## config.mk

```make
export PLATFORM = sky130hd
export DESIGN_NAME = uart_rx_os
export DESIGN_NICKNAME = d
export VERILOG_FILES = /design/src/rtl/uart_rx_os.sv
export SDC_FILE = /design/constraint.sdc
export NUM_CORES = 1
export LEC_CHECK = 0
export CORE_UTILIZATION = 30
export CTS_CLUSTER_SIZE = 10
export DETAILED_ROUTE_END_ITERATION = 7
export GPL_TIMING_DRIVEN = 0
export MAX_ROUTING_LAYER = met4
export PLACE_DENSITY = 0.47
export SLEW_MARGIN = 5
export SYNTH_ARGS = -nofsm -noshare
export SYNTH_HDL_FRONTEND = slang
export SYNTH_SLANG_ARGS = --single-unit
```

## constraint.sdc

```tcl
create_clock -name rx_clk -period 2.2 [get_ports rx_clk]
set_input_delay 0.22 -clock rx_clk [delete_from_list [all_inputs] [get_ports rx_clk]]
set_output_delay 0.22 -clock rx_clk [all_outputs]
set_load 0.01 [all_outputs]
```

## src/rtl/uart_rx_os.sv

```systemverilog
// Oversampling UART receiver: 2-FF synchroniser, 3-sample majority vote per bit,
// configurable width/parity/stop bits, valid/ready output with overrun and break reporting.
module uart_rx_os #(
   parameter int WIDTH      = 8,
   parameter int OVERSAMPLE = 16,
   parameter int PARITY     = 2,
   parameter int STOP_BITS  = 1
) (
   input  logic             rx_clk,
   input  logic             rx_reset,
   input  logic             rx,
   input  logic             ready,
   output logic             valid,
   output logic [WIDTH-1:0] data_out,
   output logic             parity_err,
   output logic             frame_err,
   output logic             break_det,
   output logic             overrun
);

   localparam int MID = OVERSAMPLE / 2;
   localparam int TW  = $clog2(OVERSAMPLE);
   localparam int BW  = $clog2(WIDTH);

   typedef enum logic [2:0] {IDLE, START, DATA, PAR, STOP, WAIT_HIGH} state_t;

   logic [1:0]       sync_reg;
   logic             rx_s;
   state_t           state_reg, state_next;
   logic [TW-1:0]    tick_reg, tick_next;
   logic [BW-1:0]    bit_cnt_reg, bit_cnt_next;
   logic [WIDTH-1:0] shift_reg, shift_next;
   logic             par_bit_reg, par_bit_next;
   logic             perr_reg, perr_next;
   logic             ferr_reg, ferr_next;
   logic             samp0_reg, samp1_reg;
   logic             tick_last, decide, bit_val;
   logic             complete, frame_ferr, frame_brk;

   assign rx_s      = sync_reg[1];
   assign tick_last = (tick_reg == TW'(OVERSAMPLE - 1));
   assign decide    = (tick_reg == TW'(MID + 1));
   // Majority of the samples taken at MID-1, MID and the current MID+1 tick.
   assign bit_val   = (samp0_reg & samp1_reg) | (samp0_reg & rx_s) | (samp1_reg & rx_s);

   assign frame_ferr = ferr_reg | ~bit_val;
   assign frame_brk  = (shift_reg == '0) && !bit_val && ((PARITY == 0) || !par_bit_reg);

   always_comb begin
      state_next   = state_reg;
      tick_next    = tick_last ? '0 : tick_reg + TW'(1);
      bit_cnt_next = bit_cnt_reg;
      shift_next   = shift_reg;
      par_bit_next = par_bit_reg;
      perr_next    = perr_reg;
      ferr_next    = ferr_reg;
      complete     = 1'b0;
      case (state_reg)
         IDLE: begin
            tick_next    = '0;
            bit_cnt_next = '0;
            if (!rx_s) begin
               state_next   = START;
               par_bit_next = 1'b0;
               perr_next    = 1'b0;
               ferr_next    = 1'b0;
            end
         end
         START: begin
            if (decide && bit_val) begin
               state_next = IDLE;
               tick_next  = '0;
            end else if (tick_last) begin
               state_next   = DATA;
               bit_cnt_next = '0;
            end
         end
         DATA: begin
            if (decide) shift_next = {bit_val, shift_reg[WIDTH-1:1]};
            if (tick_last) begin
               if (bit_cnt_reg == BW'(WIDTH - 1)) begin
                  bit_cnt_next = '0;
                  state_next   = (PARITY != 0) ? PAR : STOP;
               end else begin
                  bit_cnt_next = bit_cnt_reg + BW'(1);
               end
            end
         end
         PAR: begin
            if (decide) begin
               par_bit_next = bit_val;
               perr_next    = ((^shift_reg) ^ bit_val) != (PARITY == 2);
            end
            if (tick_last) begin
               state_next   = STOP;
               bit_cnt_next = '0;
            end
         end
         STOP: begin
            if (decide) begin
               if (!bit_val) ferr_next = 1'b1;
               // Leave at the last stop bit's decision so an early start edge is seen.
               if (bit_cnt_reg == BW'(STOP_BITS - 1)) begin
                  complete   = 1'b1;
                  tick_next  = '0;
                  state_next = bit_val ? IDLE : WAIT_HIGH;
               end
            end
            if (tick_last) bit_cnt_next = bit_cnt_reg + BW'(1);
         end
         WAIT_HIGH: begin
            tick_next = '0;
            if (rx_s) state_next = IDLE;
         end
         default: state_next = IDLE;
      endcase
   end

   always_ff @(posedge rx_clk or negedge rx_reset) begin
      if (!rx_reset) begin
         sync_reg    <= 2'b11;
         state_reg   <= IDLE;
         tick_reg    <= '0;
         bit_cnt_reg <= '0;
         shift_reg   <= '0;
         par_bit_reg <= 1'b0;
         perr_reg    <= 1'b0;
         ferr_reg    <= 1'b0;
         samp0_reg   <= 1'b1;
         samp1_reg   <= 1'b1;
      end else begin
         sync_reg    <= {sync_reg[0], rx};
         state_reg   <= state_next;
         tick_reg    <= tick_next;
         bit_cnt_reg <= bit_cnt_next;
         shift_reg   <= shift_next;
         par_bit_reg <= par_bit_next;
         perr_reg    <= perr_next;
         ferr_reg    <= ferr_next;
         if (tick_reg == TW'(MID - 1)) samp0_reg <= rx_s;
         if (tick_reg == TW'(MID))     samp1_reg <= rx_s;
      end
   end

   always_ff @(posedge rx_clk or negedge rx_reset) begin
      if (!rx_reset) begin
         valid      <= 1'b0;
         data_out   <= '0;
         parity_err <= 1'b0;
         frame_err  <= 1'b0;
         break_det  <= 1'b0;
         overrun    <= 1'b0;
      end else begin
         break_det <= complete && frame_brk;
         overrun   <= complete && valid && !ready;
         if (complete && (!valid || ready)) begin
            valid      <= 1'b1;
            data_out   <= shift_reg;
            parity_err <= (PARITY != 0) && perr_reg;
            frame_err  <= frame_ferr;
         end else if (valid && ready) begin
            valid <= 1'b0;
         end
      end
   end

endmodule

```

* Yosys cells after proc, flatten, opt, wreduce, memory -nomap -nowiden *
Cells that the tools add are included.

operators by class
  $add $sub $neg = 2
  equality and inequality tests = 22
  muxes and demuxes = 35
  bitwise gates (word level) = 9
  reductions and logical operators = 27

operators with widths
  cell                   count
  $mux W3                15
  $ne A2 B2 Y1 const B   11
  $pmux W3 S6            1
  $mux W4                4
  $pmux W3 S5            1
  $eq A4 B4 Y1 const B   3
  $pmux W4 S3            1
  $mux W1                10
  $eq A3 B3 Y1 const B   3
  $logic_and A1 B1 Y1    8
  $logic_not A8 Y1       1
  $reduce_and A4 Y1      2
  $reduce_and A8 Y1      1
  $reduce_xor A8 Y1      1
  $eq A3 B2 Y1 const B   2
  $logic_not A3 Y1       2
  $pmux W1 S2            3
  $reduce_bool A2 Y1     3
  $reduce_bool A5 Y1     1
  $add A4 B1 Y4 const B  1
  $eq A4 B3 Y1 const B   1
  $logic_not A1 Y1       4
  $add A3 B1 Y3 const B  1
  $and A1 B1 Y1          3
  9 further kinds        12

storage, ports and cells
  bits in registers = 38
  input bits = 4
  output and inout bits = 13
  logic and storage cells = 111

* Depth between registers and ports, before layout *
Gate-level depths: netlist (run 1).

  depth after elaboration = 7
  mapped depth = 8
  depth with buffers taken out = 7

* Worst setup path before layout (run 1) *
No wires, ideal clock.

  path type = flip-flop to flip-flop
  start point = register tick_reg[0]
  end point = register state_reg[0]
  library setup time = 0.125 ns
  data arrival time = 1.738 ns
  data required time = 2.075 ns
  slack = 0.337 ns
  stages on the path, launching flop included = 7
  path buffers = 0
  clock period less this slack = 1.863 ns
  path through = dfrtp_1 -> ha_1 -> and3_4 -> a2111o_1 -> o221ai_2 -> or2_4 -> mux2_4

on the way
  word-level cells in the longest chain between the ends = 4
  elaborated cells on any way between the ends = 10
  classes of those cells = 6 x eq/ne; 2 x mux; 2 x reduce/logical

RTL lines
  item                                                               RTL line  RTL
  from (decl)                                                        30        logic [TW-1:0] tick_reg, tick_next;
  from (signal assigned)                                             134       tick_reg <= tick_next;
  $eq A4 B4 Y1                                                       42        assign decide = (tick_reg == TW'(MID + 1));
  $logic_and A1 B1 Y1                                                70        if (decide && bit_val) begin
  $ne A3 B3 Y1 (no source line) or $mux W3 (tied branches)           n/a
  $reduce_and A8 Y1 (no source line) or $pmux W3 S6 (tied branches)  n/a
  to (signal assigned)                                               133       state_reg <= state_next;
  to (decl)                                                          29        state_t state_reg, state_next;

Parallel ways exist; a longest one is shown, timed or not.
A chain may end at the register's enable or synchronous reset.

* Final worst setup path (run 1) *
  start point = register bit_cnt_reg[0]
  end point = register data_out[4]

on the way
  word-level cells in the longest chain between the ends = 5

RTL lines
  item                    RTL line  RTL
  from (decl)             31        logic [BW-1:0] bit_cnt_reg, bit_cnt_next;
  from (signal assigned)  135       bit_cnt_reg <= bit_cnt_next;
  $logic_not A3 Y1        103       if (bit_cnt_reg == BW'(STOP_BITS - 1)) begin
  $mux W1                 103
  $mux W1                 100       if (decide) begin
  $mux W1                 58        case (state_reg)
  $logic_and A1 B1 Y1     156       if (complete && (!valid || ready)) begin
  to (signal assigned)    158       data_out <= shift_reg;
  to (decl)               14        output logic [WIDTH-1:0] data_out,

Every way passes these cells.

==> results.sh, run 1 <==
export IMPL_globalRouteOverflowTotal=0
export IMPL_cts_setup_buffers=0
export IMPL_setup_viol=0
export IMPL_r2r_setup_slack_ns=0.18
export IMPL_wirelength_um=3760
export IMPL_clock_sinks=38
export IMPL_cts_buffers=5
export IMPL_async_reset_ff_share_pct=100
export IMPL_die_width_um=82.0
export IMPL_layoutNonFillerInstCount=284
export IMPL_grt_pass1_vias=1275
export IMPL_crit_required_ns=2.38
export IMPL_drt_vias_per_instance=4.78
export IMPL_wl_per_cell_um=13.2
export IMPL_criticalPathCategory="flop to flop"
export IMPL_synthAdderAreaFrac_pct=7.56
export IMPL_synth_top_family_by_area="simple AND/OR/NAND/NOR gates"
export IMPL_hp_class="primary input to asynchronous set/reset pin"
export IMPL_synthMuxAreaShare_pct=9.12
export IMPL_relSlewSlack_pct=60.2
export IMPL_drt_iter0_markers=86
export IMPL_ys_seq_area_share_pct=49.8
export IMPL_nFillCells=607
export IMPL_drc=0
export IMPL_core_area_um2=6060
export IMPL_p_leak_nw=1.02
export IMPL_grt_first_pass_wirelength_um=6470
export IMPL_r2r_start="bit_cnt_reg[0]"
export IMPL_cts_tree="done"
export IMPL_start_kind="flop"
export IMPL_clockBufferDepth=2
export IMPL_fin_ws_ns=0.179
export IMPL_hold_viol=0
export IMPL_pre_cts_ws_ns=0.190
export IMPL_worst_pin_slew_ns=0.594
export IMPL_endpoint="data_out[4]"
export IMPL_peakVddDrop_v=0.000343
export IMPL_first_pass_iters=4
export IMPL_status="completed"
export IMPL_ioPinCount=17
export IMPL_ys_ff_latch=38
export IMPL_regArea_um2=956
export IMPL_synth_compound_area_share_pct=11.1
export IMPL_placedCellCount=275
export IMPL_cp_max_fo=10
export IMPL_grt_max_degree=30
export IMPL_synth_simple_area_share_pct=15.5
export IMPL_yosysWarnings=0
export IMPL_antenna_cells=0
export IMPL_initial_utilization_pct=31.7
export IMPL_yosys_area_top_type="dfrtp_1"
export IMPL_synth_edff_count=0
export IMPL_end_kind="flop"
export IMPL_synth_ff_type="dfrtp_1"
export IMPL_max_freq_mhz=495
export IMPL_cts_root_buf="clkbuf_8"
export IMPL_gp_congestion=0.838
export IMPL_min_period_over_period_pct=91.9
export IMPL_startpoint="bit_cnt_reg[0]"
export IMPL_r2r_end="data_out[4]"
export IMPL_synth_cell_type_count=40
export IMPL_globalRouteTotalUtil_pct=13.5
export IMPL_num_nets_final=222
export IMPL_rsz0062_at_grt="false"
export IMPL_ant_nets=0
export IMPL_arrival_ns=2.21
export IMPL_io_buffers=16
export IMPL_synth_xor_area_share_pct=2.28
export IMPL_drive_gt1_share_pct=18.2
export IMPL_drv_slew=0
export IMPL_h_tree_depth=2
export IMPL_power_density_nw_per_um2=1060
export IMPL_die_y_um=82.0
export IMPL_die_area_um2=6730
export IMPL_num_vias=1358
export IMPL_antenna_found_initial=0
export IMPL_row_count=28
export IMPL_avgSynthCellArea_um2=10.5
export IMPL_syn_cell_area_um2=1920
export IMPL_setup_tns_ns=0
export IMPL_syn_num_nets=197
export IMPL_clk_insertion_delay_late_ns=0.30
export IMPL_multi_input_area_um2=877
export IMPL_post_dp_hpwl_um=2670
export IMPL_synthTopCellsByArea="dfrtp_1 (44%), mux2_2 (7.0%), ha_1 (6.5%), dfstp_2 (5.5%), o21ai_0 (3.9%)"
export IMPL_fin_crit_ns=2.02
export IMPL_r2r_cells=7
export IMPL_area_growth_pct=21.8
export IMPL_synth_top_area_share_pct=44.3
export IMPL_postSynthCellCount=183
export IMPL_clk_pin_slew_ns=0.09
export IMPL_cap_violations=0
export IMPL_clock_skew_ns=0.00974
==> how the worst min path moves through the flow <==
stage	cells after the start	start	endpoint
3_5_place_dp	1	rx_reset	tick_reg[3]
5_1_grt	1	rx	sync_reg[0]
4_1_cts	2	rx_reset	tick_reg[0]
3_3_place_gp	0	sync_reg[0]	sync_reg[1]
6_report	2	rx_reset	tick_reg[0]
2_1_floorplan	0	rx_reset	bit_cnt_reg[0]
==> where the power goes <==
part / total, mW / switching (mW) / internal, mW
logic: 0.858 / 0.465 / 0.393
registers: 0.906 / 0.0928 / 0.813
clock network: 0.728 / 0.273 / 0.455
total: 2.49 / 0.830 / 1.66
==> cells by family after synthesis <==
family                   Yosys count
multiplexers                      15
adder cells (fa/ha/maj)           12
XOR/XNOR                           5
AO/OA/AOI/OAI                     34
AND/OR/NAND/NOR                   57
flip-flops                        38
buffers and inverters             22
==> through the flow <==
| step | hold slack (ns) | power [mW] | cell area [um^2] | utilization (%) |
|---|---|---|---|---|
| 2_1_floorplan | -0.0756 | 1.57 | 1920 | - |
| 3_3_place_gp | 0.346 | 1.78 | 2170 | 35.9 |
| 3_5_place_dp | 0.110 | 1.78 | 2190 | 36.1 |
| 4_1_cts | 0.313 | 2.52 | 2340 | 38.6 |
| 5_1_grt | 0.328 | 2.67 | 2340 | 38.6 |
| 6_report | 0.308 | 2.49 | 2340 | 38.6 |
==> layer usage <==
metal,part of all wire [%],vias to the layer above,global-route usage [%]
met5,0,-,-
met4,2.1,0,6.32
met3,2.9,6,3.33
met2,40,19,17.5
met1,55,658,19.4
li1,-,675,-
==> critical path, stage by stage (launching register included) <==
cell and delay (ns):
dfrtp_1 0.41, inv_1 0.11, ha_1 0.19, nor2b_1 0.18, nand4_1 0.25, nor2b_2 0.21
buf_4 0.21, mux2_2 0.35
==> Yosys cell counts (3+ instances only) <==
cell type,instances
dfrtp_1,34
buf_2,3
inv_1,14
a21oi_1,7
ha_1,10
nor3_1,3
dfstp_2,4
nor2b_1,6
mux2_2,12
o21ai_0,15
clkbuf_1,4
nand2b_1,4
nor2_1,10
xnor2_1,4
a211oi_1,3
nand2_1,18
==> timing repair <==
item | 4_1_cts | 5_1_grt
endpoints found under the setup margin | 0 | 8
hold buffers | 1 | 0
gates resized for setup | 0 | 1
hold endpoints to repair | 9 | 0
==> layout by cell type, fill, tap and decap left out, types with 4 or more instances in the layout <==
| master | n |
|---|---|
| clkbuf_8 | 5 |
| dfstp_2 | 4 |
| nor2_1 | 10 |
| xnor2_1 | 4 |
| clkbuf_1 | 4 |
| buf_2 | 4 |
| nand2_1 | 18 |
| nand2b_1 | 4 |
| nor2b_1 | 5 |
| dfrtp_1 | 34 |
| mux2_2 | 12 |
| inv_1 | 14 |
| ha_1 | 10 |
| a21oi_1 | 7 |
| o21ai_0 | 15 |
| clkdlybuf4s50_1 | 15 |
==> final cells by class <==
class,instances,area share [%]
well taps,75,4.01
clock buffers,5,2.94
multi-input cells,123,37.5
repair buffers,18,7.91
flip-flops and latches,38,40.9
plain buffers,8,1.60
clock inverters,3,2.94
inverters,14,2.25
Note: power is estimated with default switching activity, not from simulation.
==> run 2, diff against run 1 <==
- CORE_UTILIZATION: 30 -> 50
- PLACE_DENSITY: 0.47 -> 0.71
==> run 2 against run 1 <==
Against the previous run: first-iteration DRC count shrank 15%; critical path type unchanged; largest power group unchanged; fmax shrank 1.9%; utilization grew 22 points; combinational power is essentially flat.
==> results.sh, run 2 (synthesis results as in run 1) <==
export IMPL_seqPwrFrac_pct=40.0
export IMPL_power_switching_mw=0.822
export IMPL_post_dp_hpwl_um=2580
export IMPL_clock_sinks=38
export IMPL_grt_pass1_vias=1423
export IMPL_die_width_um=64.0
export IMPL_cpLargestDelayFamily="simple AND/OR/NAND/NOR gates"
export IMPL_finalPower_mw=2.28
export IMPL_ant_nets=0
export IMPL_ctsHoldBuffers=0
export IMPL_setup_tns_ns=0
export IMPL_cts_tree="done"
export IMPL_wirelength_um=3630
export IMPL_row_count=22
export IMPL_clk_insertion_delay_late_ns=0.29
export IMPL_power_frac_clock_pct=22.2
export IMPL_initial_utilization_pct=52.5
export IMPL_post_cts_resized=0
export IMPL_drc=0
export IMPL_start_kind="flop"
export IMPL_mostFrequentLayoutCells="dfrtp_1 (34), nand2_1 (18), o21ai_0 (15), clkdlybuf4s50_1 (15), inv_1 (14)"
export IMPL_area_growth_pct=16.2
export IMPL_max_stage_delay_ns=0.41
export IMPL_crit_required_ns=2.38
export IMPL_core_area_um2=3660
export IMPL_relSlewSlack_pct=45.8
export IMPL_grt_max_degree=39
export IMPL_cpMostUsedCell="nor2b_1"
export IMPL_power_density_nw_per_um2=1020
export IMPL_cp_slowest_cell="dfrtp_1"
export IMPL_ioPinCount=17
export IMPL_cap_violations=0
export IMPL_criticalPathCategory="flop to flop"
export IMPL_path_buf_inv=2
export IMPL_pre_cts_ws_ns=0.177
export IMPL_num_nets_final=220
export IMPL_internal_power_mw=1.45
export IMPL_h_tree_depth=2
export IMPL_p_leak_nw=0.985
export IMPL_clockBufferDepth=2
export IMPL_cts_root_buf="clkbuf_8"
export IMPL_antenna_cells=0
export IMPL_num_vias=1378
export IMPL_first_pass_iters=4
export IMPL_fin_ws_ns=0.140
export IMPL_arrival_ns=2.24
export IMPL_clock_skew_ns=0.00340
export IMPL_die_area_um2=4090
export IMPL_drt_iter0_markers=73
export IMPL_stdcell_area_um2=2230
export IMPL_end_kind="flop"
export IMPL_switching_share_pct=36.1
export IMPL_whs_ns=0.00979
export IMPL_drive_gt1_share_pct=17.4
export IMPL_utilization_pct=60.9
export IMPL_status="completed"
export IMPL_combPwrFrac_pct=37.8
export IMPL_max_freq_mhz=486
export IMPL_drv_slew=0
export IMPL_nFillCells=304
export IMPL_clk_pin_slew_ns=0.08
export IMPL_die_y_um=64.0
export IMPL_gp_congestion=0.850
export IMPL_globalRouteTotalUtil_pct=21.6
export IMPL_wl_per_cell_um=14.3
export IMPL_layout_commonest_cell="dfrtp_1"
export IMPL_fin_crit_ns=2.06
export IMPL_hold_viol=0
export IMPL_hp_class="primary input to asynchronous set/reset pin"
export IMPL_peakVddDrop_v=0.000673
export IMPL_timing_critical_path_cells="inv_1 > ha_1 > nor2b_1 > nand4_1 > nor2b_1 > buf_4 > mux2_2"
export IMPL_grt_first_pass_wirelength_um=6500
export IMPL_rsz0062_at_grt="false"
export IMPL_drt_vias_per_instance=5.40
export IMPL_io_buffers=16
export IMPL_layoutNonFillerInstCount=255
export IMPL_dpl_instance_area_um2=2140
export IMPL_globalRouteOverflowTotal=0
export IMPL_setup_viol=0
export IMPL_cts_setup_buffers=0
export IMPL_cp_max_fo=10
export IMPL_min_period_over_period_pct=93.6
export IMPL_worst_pin_slew_ns=0.813
export IMPL_placedCellCount=247
export IMPL_cts_buffers=5
export IMPL_antenna_found_initial=0
-- run 2: cell count changes in the layout (fill, tap and decap cells not counted) --
cell / before / now
nor2b_1: 5 / 6
dlygate4sd3_1: 1 / 0
clkbuf_8: 5 / 6
bufinv_16: 2 / 0
clkinv_4: 1 / 0
clkinv_2: 0 / 1
clkinvlp_4: 0 / 1
nor2b_2: 1 / 0
buf_12: 1 / 0
-- run 2: final timing paths --
path | cells past startpoint | end | from | slack (ns)
setup / recovery | 7 | data_out[6] | bit_cnt_reg[0] | 0.14
hold / removal | 1 | data_out[1] | rx_reset | 0.01
setup reg to reg | 7 | data_out[6] | bit_cnt_reg[0] | 0.14
hold reg to reg | 0 | sync_reg[1] | sync_reg[0] | 0.36
max in group asynchronous | 1 | data_out[7] | rx_reset | 1.67
min in group rx_clk | 1 | sync_reg[0] | rx | 0.32
-- run 2: per-layer routing --
metal  part of all wire (%)  GRT usage (%)  routed length (um)  vias up
met5                      0              -                   0        -
met4                    2.6           11.1                  96        0
met3                    4.1           4.46                 150       11
met2                     47           34.2                1700       42
met1                     47           26.2                1690      655
li1                       -              -                   -      670
-- run 2: worst register-to-register path, cell delays in order (launching register included) --
cell	delay, ns
dfrtp_1	0.41
inv_1	0.10
ha_1	0.18
nor2b_1	0.20
nand4_1	0.24
nor2b_1	0.24
buf_4	0.22
mux2_2	0.35
-- run 2: layout make-up --
class	instances	area, um^2	share of cell area (%)
timing repair buffer	16	155	6.95
inverter	14	52.6	2.36
multi-input combinational	123	875	39.2
buffer	8	37.5	1.68
clock buffer	6	82.6	3.70
clock inverter	2	12.5	0.561
tap	48	60.1	2.69
sequential	38	956	42.8
-- run 2: power by group through the flow --
stage / Clock (mW) / Sequential (mW) / Combinational (mW)
finish: 0.505 / 0.912 / 0.860
global route: 0.545 / 0.926 / 0.956
CTS: 0.509 / 0.909 / 0.860
detailed placement: 0 / 0.920 / 0.850
global placement: 0 / 0.908 / 0.815
floorplan: 0 / 0.892 / 0.683
==> run 3, diff against run 2 <==
- MAX_ROUTING_LAYER: met4 -> unset
==> run 3 against run 2 <==
Against the previous run: global-route usage decreased by 0.60 points; final area unchanged; sequential share of layout area unchanged; power decreased by 0.15%; worst setup slack improved by 0.0026 ns; die area unchanged; first-iteration DRC count decreased by 12%; register-to-register slack about the same; fmax increased by 0.13%; routed wire length decreased by 0.50%; combinational power about the same; hold slack improved by 0.0018 ns.
==> results.sh, run 3 (synthesis results as in run 1) <==
export IMPL_die_y_um=64.0
export IMPL_power_density_nw_per_um2=1020
export IMPL_die_width_um=64.0
export IMPL_drv_slew=0
export IMPL_maxUsedRoutingLayer="met4"
export IMPL_power_switching_mw=0.818
export IMPL_die_area_um2=4090
export IMPL_cts_buffers=5
export IMPL_row_count=22
export IMPL_num_nets_final=220
export IMPL_utilization_pct=60.9
export IMPL_r2r_cells=7
export IMPL_h_tree_depth=2
export IMPL_first_pass_iters=4
export IMPL_initial_utilization_pct=52.5
export IMPL_drt_vias_per_instance=5.41
export IMPL_status="completed"
export IMPL_num_vias=1380
export IMPL_ant_nets=0
export IMPL_arrival_ns=2.24
export IMPL_wl_per_cell_um=14.2
export IMPL_setup_viol=0
export IMPL_drt_iter0_markers=64
export IMPL_globalRouteTotalUtil_pct=21.0
export IMPL_post_dp_hpwl_um=2580
export IMPL_grt_pass1_vias=1422
export IMPL_wirelength_um=3620
export IMPL_min_period_over_period_pct=93.5
export IMPL_area_growth_pct=16.2
export IMPL_fin_ws_ns=0.143
export IMPL_io_buffers=16
export IMPL_rsz0062_at_grt="false"
export IMPL_cap_violations=0
export IMPL_cp_max_fo=10
export IMPL_p_leak_nw=0.985
export IMPL_antenna_cells=0
export IMPL_max_freq_mhz=486
export IMPL_wl_met1_um=1680
export IMPL_gp_congestion=0.837
export IMPL_clockBufferDepth=2
export IMPL_drive_gt1_share_pct=17.4
export IMPL_grt_max_degree=39
export IMPL_antenna_found_initial=0
export IMPL_combPwrFrac_pct=37.8
export IMPL_clk_insertion_delay_late_ns=0.29
export IMPL_globalRouteOverflowTotal=0
export IMPL_setup_tns_ns=0
export IMPL_crit_required_ns=2.38
export IMPL_drc=0
export IMPL_mostFrequentLayoutCells="dfrtp_1 (34), nand2_1 (18), o21ai_0 (15), clkdlybuf4s50_1 (15), inv_1 (14)"
export IMPL_criticalPathCategory="flop to flop"
export IMPL_peakVddDrop_v=0.000666
export IMPL_core_area_um2=3660
export IMPL_post_cts_resized=0
export IMPL_layout_commonest_cell="dfrtp_1"
export IMPL_clock_sinks=38
export IMPL_relSlewSlack_pct=45.9
export IMPL_nFillCells=304
export IMPL_hp_class="primary input to asynchronous set/reset pin"
export IMPL_grt_first_pass_wirelength_um=6510
export IMPL_fin_crit_ns=2.06
export IMPL_start_kind="flop"
export IMPL_dr_wl_met2_um=1700
export IMPL_seqPwrFrac_pct=40.1
export IMPL_worst_pin_slew_ns=0.812
export IMPL_cts_setup_buffers=0
export IMPL_ctsHoldBuffers=0
export IMPL_cts_root_buf="clkbuf_8"
export IMPL_switching_share_pct=36.0
export IMPL_end_kind="flop"
export IMPL_pre_cts_ws_ns=0.177
export IMPL_internal_power_mw=1.45
export IMPL_clock_skew_ns=0.00391
export IMPL_clk_pin_slew_ns=0.08
export IMPL_hold_viol=0
export IMPL_power_frac_clock_pct=22.1
export IMPL_wl_met3_um=151
export IMPL_cts_tree="done"
export IMPL_ioPinCount=17
==> run 3: cell counts in the layout (fill, tap and decap cells not counted) <==
No cell type changed its count.
==> run 3: path summary, 6_finish.rpt <==
kind	start	to	slack, ns
worst max-delay path	bit_cnt_reg[0]	data_out[6]	0.14
worst min-delay path	rx_reset	data_out[1]	0.01
worst max register to register	bit_cnt_reg[0]	data_out[6]	0.14
worst min register to register	sync_reg[0]	sync_reg[1]	0.36
max in group asynchronous	rx_reset	tick_reg[2]	1.67
min in group rx_clk	rx	sync_reg[0]	0.33
==> run 3: metrics by stage <==
stage | power, mW | cells | hold slack [ns] | cell area, um^2
after floorplan | 1.57 | 183 | -0.0756 | 1920
after global placement | 1.72 | 247 | 0.346 | 2140
after detailed placement | 1.77 | 247 | 0.348 | 2140
after CTS | 2.28 | 255 | 0.0507 | 2230
after global routing | 2.43 | 255 | 0.0845 | 2230
final | 2.27 | 255 | 0.0116 | 2230
==> run 3: critical path, stage by stage, from the launching register on <==
cell     delay [ns]
dfrtp_1        0.41
inv_1          0.10
ha_1           0.19
nor2b_1        0.20
nand4_1        0.24
nor2b_1        0.24
buf_4          0.22
mux2_2         0.35
==> run 3: power groups by stage <==
| stage | Sequential, mW | Clock [mW] | Combinational, mW |
|---|---|---|---|
| floorplan | 0.892 | 0 | 0.683 |
| global placement | 0.908 | 0 | 0.815 |
| detailed placement | 0.920 | 0 | 0.850 |
| CTS | 0.909 | 0.509 | 0.860 |
| global route | 0.926 | 0.547 | 0.956 |
| finish | 0.911 | 0.502 | 0.860 |
==> run 3: cell type report <==
class                           instances  area, um^2  share of cell area (%)
Multi-Input combinational cell        123         875                    39.2
Inverter                               14        52.6                    2.36
Timing Repair Buffer                   16         155                    6.95
Buffer                                  8        37.5                    1.68
Clock inverter                          2        12.5                   0.561
Tap cell                               48        60.1                    2.69
Clock buffer                            6        82.6                    3.70
Sequential cell                        38         956                    42.8
==> run 3: metal layers <==
layer | GRT usage, % | vias up
li1 | - | 670
met1 | 26.2 | 662
met2 | 34.2 | 38
met3 | 5.54 | 10
met4 | 9.38 | 0
met5 | 0 | -
